--- src/rtl/fmaa_pkg.sv ---
// Shared types and width helpers for the FMAA sign-aware divider.
package fmaa_pkg;

    typedef enum logic [2:0] {
        IDLE,
        LOAD,
        CALC,
        FIX,
        DONE
    } fmaa_div_state_e;

    // Numerator/quotient width: three BW-wide products plus sign and carry headroom
    function automatic int fmaa_nw(input int bw);
        return 3 * bw + 3;
    endfunction

endpackage

--- src/rtl/fmaa_sgn_div_if.sv ---
// Operand/result handshake bundle for fmaa_sgn_div.
interface fmaa_sgn_div_if
    import fmaa_pkg::*;
#(
    parameter int BW = 54
);
    localparam int NW = fmaa_nw(BW);

    logic              in_valid_i;
    logic              in_ready_o;
    logic [3*BW:0]     res_i;
    logic [3*BW:0]     c_i;
    logic [3*BW:0]     d_i;
    logic [BW-1:0]     b_i;
    logic              out_valid_o;
    logic              out_ready_i;
    logic [NW-1:0]     quo_o;
    logic [BW-1:0]     rem_o;
    logic              div_zero_o;

    modport slave (
        input  in_valid_i, res_i, c_i, d_i, b_i, out_ready_i,
        output in_ready_o, out_valid_o, quo_o, rem_o, div_zero_o
    );

    modport master (
        output in_valid_i, res_i, c_i, d_i, b_i, out_ready_i,
        input  in_ready_o, out_valid_o, quo_o, rem_o, div_zero_o
    );
endinterface

--- src/rtl/fmaa_div_step.sv ---
// One combinational restoring-division iteration on unsigned magnitudes.
module fmaa_div_step #(
    parameter int BW = 54
) (
    input  logic [BW:0]   pr_i,
    input  logic          dvd_bit_i,
    input  logic [BW-1:0] div_i,
    output logic [BW:0]   pr_o,
    output logic          q_o
);
    logic [BW+1:0] trial;
    logic [BW+1:0] diff;

    // The partial remainder stays below |b|, so the top bits of trial are zero
    // in practice; keeping them in the compare makes the step self-contained.
    always_comb begin
        trial = {pr_i, dvd_bit_i};
        diff  = trial - {2'b00, div_i};
        q_o   = ~diff[BW+1];
        pr_o  = q_o ? diff[BW:0] : trial[BW:0];
    end
endmodule

--- src/rtl/fmaa_sgn_div.sv ---
// Iterative signed divider recovering q = (res + c + d) / b with remainder, one bit per cycle.
module fmaa_sgn_div
    import fmaa_pkg::*;
#(
    parameter int BW = 54
) (
    input  logic           clk_i,
    input  logic           rst_i,
    fmaa_sgn_div_if.slave  bus
);
    localparam int NW = fmaa_nw(BW);
    localparam int RW = 3 * BW + 1;
    localparam int CW = $clog2(NW);

    fmaa_div_state_e state_q, state_d;

    logic [RW-1:0] res_q, c_q, d_q;
    logic [BW-1:0] b_q;
    logic [NW-1:0] dvd_q;
    logic [BW-1:0] bmag_q;
    logic [BW:0]   pr_q;
    logic [CW-1:0] count_q;
    logic          n_neg_q;
    logic          q_neg_q;
    logic [NW-1:0] quo_q;
    logic [BW-1:0] rem_q;
    logic          dz_q;

    logic [NW-1:0] n_w;
    logic [NW-1:0] n_mag;
    logic [BW-1:0] b_mag;
    logic [BW:0]   pr_next;
    logic          q_bit;
    logic          accept;

    assign accept = (state_q == IDLE) && bus.in_valid_i;

    // Sign-extend each term by two bits so the three-way sum is exact
    always_comb begin
        n_w   = {{2{res_q[RW-1]}}, res_q} + {{2{c_q[RW-1]}}, c_q} + {{2{d_q[RW-1]}}, d_q};
        n_mag = n_w[NW-1] ? (~n_w + 1'b1) : n_w;
        b_mag = b_q[BW-1] ? (~b_q + 1'b1) : b_q;
    end

    fmaa_div_step #(.BW(BW)) u_step (
        .pr_i      (pr_q),
        .dvd_bit_i (dvd_q[NW-1]),
        .div_i     (bmag_q),
        .pr_o      (pr_next),
        .q_o       (q_bit)
    );

    always_ff @(posedge clk_i) begin
        if (rst_i) begin
            state_q <= IDLE;
        end else begin
            state_q <= state_d;
        end
    end

    always_comb begin
        state_d = state_q;
        unique case (state_q)
            IDLE: if (bus.in_valid_i)      state_d = LOAD;
            LOAD: state_d = (b_q == '0) ? DONE : CALC;
            CALC: if (count_q == '0)       state_d = FIX;
            FIX:  state_d = DONE;
            DONE: if (bus.out_ready_i)     state_d = IDLE;
            default: state_d = IDLE;
        endcase
    end

    always_comb begin
        bus.in_ready_o  = (state_q == IDLE) && !rst_i;
        bus.out_valid_o = (state_q == DONE);
        bus.quo_o       = quo_q;
        bus.rem_o       = rem_q;
        bus.div_zero_o  = dz_q;
    end

    // Quotient bits shift into the low end of the dividend register as its MSBs are consumed
    always_ff @(posedge clk_i) begin
        if (rst_i) begin
            res_q   <= '0;
            c_q     <= '0;
            d_q     <= '0;
            b_q     <= '0;
            dvd_q   <= '0;
            bmag_q  <= '0;
            pr_q    <= '0;
            count_q <= '0;
            n_neg_q <= 1'b0;
            q_neg_q <= 1'b0;
            quo_q   <= '0;
            rem_q   <= '0;
            dz_q    <= 1'b0;
        end else begin
            unique case (state_q)
                IDLE: begin
                    if (accept) begin
                        res_q <= bus.res_i;
                        c_q   <= bus.c_i;
                        d_q   <= bus.d_i;
                        b_q   <= bus.b_i;
                    end
                end
                LOAD: begin
                    dvd_q   <= n_mag;
                    bmag_q  <= b_mag;
                    pr_q    <= '0;
                    count_q <= CW'(NW - 1);
                    n_neg_q <= n_w[NW-1];
                    q_neg_q <= n_w[NW-1] ^ b_q[BW-1];
                    if (b_q == '0) begin
                        quo_q <= '1;
                        rem_q <= '0;
                        dz_q  <= 1'b1;
                    end
                end
                CALC: begin
                    pr_q    <= pr_next;
                    dvd_q   <= {dvd_q[NW-2:0], q_bit};
                    count_q <= count_q - 1'b1;
                end
                FIX: begin
                    quo_q <= q_neg_q ? (~dvd_q + 1'b1) : dvd_q;
                    rem_q <= n_neg_q ? (~pr_q[BW-1:0] + 1'b1) : pr_q[BW-1:0];
                    dz_q  <= 1'b0;
                end
                DONE: begin
                end
                default: begin
                end
            endcase
        end
    end
endmodule

--- src/flat_wrapper.sv ---
// flat-port wrapper written by rule: the top's interface ports become plain ports
module fmaa_sgn_div_flat import fmaa_pkg::*;
#(
    parameter int BW = 54
)
  (clk_i, rst_i, bus_in_valid_i, bus_res_i, bus_c_i, bus_d_i, bus_b_i, bus_out_ready_i, bus_in_ready_o, bus_out_valid_o, bus_quo_o, bus_rem_o, bus_div_zero_o);
  fmaa_sgn_div_if #(.BW(BW)) bus_i ();
  input  logic clk_i;
  input  logic rst_i;
  input wire logic [$bits(bus_i.in_valid_i)-1:0] bus_in_valid_i;
  input wire logic [$bits(bus_i.res_i)-1:0] bus_res_i;
  input wire logic [$bits(bus_i.c_i)-1:0] bus_c_i;
  input wire logic [$bits(bus_i.d_i)-1:0] bus_d_i;
  input wire logic [$bits(bus_i.b_i)-1:0] bus_b_i;
  input wire logic [$bits(bus_i.out_ready_i)-1:0] bus_out_ready_i;
  output wire logic [$bits(bus_i.in_ready_o)-1:0] bus_in_ready_o;
  output wire logic [$bits(bus_i.out_valid_o)-1:0] bus_out_valid_o;
  output wire logic [$bits(bus_i.quo_o)-1:0] bus_quo_o;
  output wire logic [$bits(bus_i.rem_o)-1:0] bus_rem_o;
  output wire logic [$bits(bus_i.div_zero_o)-1:0] bus_div_zero_o;
  assign bus_i.in_valid_i = bus_in_valid_i;
  assign bus_i.res_i = bus_res_i;
  assign bus_i.c_i = bus_c_i;
  assign bus_i.d_i = bus_d_i;
  assign bus_i.b_i = bus_b_i;
  assign bus_i.out_ready_i = bus_out_ready_i;
  assign bus_in_ready_o = bus_i.in_ready_o;
  assign bus_out_valid_o = bus_i.out_valid_o;
  assign bus_quo_o = bus_i.quo_o;
  assign bus_rem_o = bus_i.rem_o;
  assign bus_div_zero_o = bus_i.div_zero_o;
  fmaa_sgn_div #(.BW(BW)) u_core (.clk_i(clk_i), .rst_i(rst_i), .bus(bus_i));
endmodule
--- config.mk ---
export PLATFORM = sky130hd
export DESIGN_NAME = fmaa_sgn_div_flat
export DESIGN_NICKNAME = d
export VERILOG_FILES = /design/src/rtl/fmaa_pkg.sv /design/src/rtl/fmaa_sgn_div_if.sv /design/src/rtl/fmaa_div_step.sv /design/src/rtl/fmaa_sgn_div.sv /design/src/flat_wrapper.sv
export SDC_FILE = /design/constraint.sdc
export NUM_CORES = 2
export LEC_CHECK = 0
export CAP_MARGIN = 0
export CORE_AREA = 2 2 503 505
export DETAILED_ROUTE_END_ITERATION = 8
export DIE_AREA = 0 0 505 507
export PLACE_DENSITY = 0.44
export RECOVER_POWER = 50
export SYNTH_ARGS = -nofsm -noshare
export SYNTH_HDL_FRONTEND = slang
export SYNTH_SLANG_ARGS = --single-unit
--- constraint.sdc ---
create_clock -name clk_i -period 10 [get_ports clk_i]
set_input_delay 2 -clock clk_i [delete_from_list [all_inputs] [get_ports clk_i]]
set_output_delay 2 -clock clk_i [all_outputs]
set_load 0.05 [all_outputs]
==> results.md <==
- DRC Markers: 0
- Yosys warns: 0
- Worst path most repeated cell: buf_4
- Nets@finish: 12,100
- Post-synthesis cell area: 74,900 um2
- DR vias: 80,200
- Total track usage: roughly 25%
- Worst setup EP type: flop
- Syn_area_per_cell: 7.19 um2
- Fraction of layout cells with a size suffix above 1: 8.31%
- WS Path Type: reg2reg
- Synth cell types: 111
- Predominant post-synthesis flop cell: dfxtp_1
- Clk sinks: 1,050
- Largest net degree at the start of global routing: 225
- Worst-case clock skew: 0.0559 ns
- Seq/Total Area, Yosys: about 28%
- CP Launch Type: flop
- Hold_sp: u_core.bus.div_zero_o
- Async SR Flop Fraction: 0%
- Status: finished with violations
- Worst path arrival time: 10.26 ns
- Final Wtd Congestion: 0.942
- CP Data Required Time: 10.64 ns
- Clock power share: 29.7%
- GR Overflow Total: 0
- Internal: 10.2 mW
- Cts bufs inserted: around 130
- Port-buffer cells: around 770
- Maximum buffer depth of the clock tree: 3
- Failing checks: max-capacitance violations, max-slew violations
- H-tree lvl count: 4
- Relative slew slack: -315%
- Core ar.: ~250,000 um2
- TritonCTS clock tree: yes
- Final Cycle Share: 96.2%
- Max-cap violation count: 9
- F_max: ~100 MHz
- Worst-path clk slew: 0.06 ns
- Core Rows: 184
- # IOs: 769
- Chip height: 507 um
- Worst r2r src: u_core.c_q[0]
- Delay of the slowest cell on the worst path: 0.68 ns
- Most common cell after layout, fill and taps aside: nand2_1
- Most frequent cells in the layout: 1,955 x nand2_1, 1,373 x a21oi_1, 1,048 x dfxtp_1, 776 x nor2_1, 546 x clkdlybuf4s50_1
- Yosys top cell area share: 28.1%
- Vias in the first global route: about 76,000
- CP max-delay cell: or4b_2
- Worst slew pin tran: 6.23 ns
- Post-synth EDFFs: 0
- Comb pwr share: a little over two fifths
- Post-synth top area cell: dfxtp_1
- FF+latch count, synth: 1,050
- Starting Density: 29.9%
- Dominant cells by area after synthesis: dfxtp_1 28%, nand2_1 9.8%, a21oi_1 9.2%
- Slew Limit Fails: 650
- Later-pin clock latency in the skew report: 0.84 ns
- NetSw: 7.02 mW
- Drt pass-1 iters: 6
- Fin Hold WS: 0.450 ns
- Die X: about 500 um
- Crit-path max FO: 8
- PwrDens: 184 nW/um2
- Post-Syn Nets: 11,400
- Root buf cell: clkbuf_16
- Die footprint: 256,000 um2
- Sw Ratio: 40.8%
- First-pass GRT wire length: 499 mm
- Via-to-Cell Ratio: 5.48
- Max VDD drop: 0.000189 V
- Min Tclk post-route: 9.62 ns
- Total wire length: approximately 340 mm
- CP startpoint: u_core.c_q[0]
- Final setup viols: 0
- Cell family with most CP delay: simple AND/OR/NAND/NOR gates
- Area Growth Syn to Fin: 24.7%
- Sequential power share: 28.5%
- Drt wl/cell: between 20 and 25 um
- Initial antenna violation count: 4
- Final ANT Viol Nets: 0
- DR iter-0 viols: slightly above 6,000
- Fin. Hold Viols: 0
- Worst path bufs/invs: 8
- HP Class: reg2reg
- Leakage: 36.6 nW
- Post-route setup TNS: 0 ns
- DP Wirelength: 274 mm
- Synth Instances: about 10,000
==> cell families (layout without fill, tap and decap cells) <==
| logic type | after synthesis | after routing | share of synthesized area [%] |
|---|---|---|---|
| other | 0 | 4 | 0 |
| AO/OA/AOI/OAI | 3380 | 3380 | 28.0 |
| flip-flops | 1050 | 1050 | 28.1 |
| buffers and inverters | 850 | 1708 | 4.31 |
| adder cells (fa/ha/maj) | 392 | 392 | 6.58 |
| XOR/XNOR | 703 | 703 | 8.22 |
| AND/OR/NAND/NOR | 4027 | 4027 | 24.5 |
| multiplexers | 25 | 25 | 0.339 |
==> repair_timing <==
| action | CTS | global route |
|---|---|---|
| setup buffers | 0 | 3 |
| hold buffers | 0 | 0 |
| pin swaps | 1 | 15 |
| resized for setup | 6 | 80 |
| setup endpoints to repair | 29 | 165 |
| gates cloned | 0 | 0 |
==> worst reg2reg max path, delay by kind of cell (launching register included) <==
family	cells	cell delay, ns
compound gates	13	2.62
xor+xnor	2	0.37
fa+ha+maj	3	0.97
buf+inv	8	1.27
flops	1	0.33
mux	1	0.21
simple gates	14	3.71
==> worst paths after layout <==
kind | depth (start not counted) | slack, ns | end
worst max-delay path | 41 | 0.38 | u_core.dvd_q[139]
worst min-delay path | 2 | 0.45 | u_core.bus.div_zero_o
worst max register to register | 41 | 0.38 | u_core.dvd_q[139]
worst min register to register | 2 | 0.45 | u_core.bus.div_zero_o
==> metrics by stage <==
| step | setup WS (ns) | cell area [um2] | utilization, % | std cells | total power [mW] |
|---|---|---|---|---|---|
| floorplan | 1.29 | 74900 | - | 10400 | 9.40 |
| global placement | -0.527 | 88500 | 35.3 | 14400 | 12.1 |
| detailed placement | -0.361 | 88500 | 35.3 | 14400 | 12.1 |
| CTS | 0.0289 | 93100 | 37.2 | 14600 | 17.3 |
| global route | -0.0501 | 93400 | 37.3 | 14600 | 18.3 |
| finish | 0.377 | 93400 | 37.3 | 14600 | 17.2 |
==> layer usage <==
layer  vias up  track usage, %  wire length, um
met3       322            3.86            19000
met1     38400            37.9           171000
met5         -               0               27
li1      39100               -                -
met4         4            5.11             6750
met2      2297            36.9           138000
==> registers in the layout, indices dropped and copies added (netlist names), 3 cells and up <==
register,cells
u_core.d_q,163
u_core.res_q,163
u_core.state_q,3
u_core.pr_q,55
u_core.c_q,163
u_core.bmag_q,54
u_core.b_q,54
u_core.dvd_q,165
u_core.bus.quo_o,165
u_core.count_q,8
u_core.bus.rem_o,54
==> power groups by stage <==
| stage | sequential [mW] | clock, mW | combinational, mW |
|---|---|---|---|
| floorplan | 4.92 | 0 | 4.48 |
| global placement | 4.98 | 0 | 7.08 |
| detailed placement | 4.99 | 0 | 7.08 |
| CTS | 4.90 | 5.27 | 7.12 |
| global route | 4.95 | 5.44 | 7.86 |
| finish | 4.91 | 5.12 | 7.19 |
==> cell usage after synthesis, drive strengths merged (85+ instances only) <==
cell    number
nand2     1958
a21oi     1383
dfxtp     1050
nor2       782
clkbuf     631
o21ai      570
ha         389
xor2       357
xnor2      346
a211oi     229
a21o       227
nor3       219
a22oi      211
nand4      201
inv        174
nand3      155
or3        122
o31ai      112
nor4        88
or4         85
==> cell type report <==
type	instances	area [um2]
multi-input combinational	8527	51100
timing repair buffer	1303	11800
inverter	174	653
antenna	4	10.0
fill	26700	157000
sequential	1050	21000
clock inverter	48	872
tap	3348	4190
clock buffer	183	3790
Power figures use the tool's default switching activity.
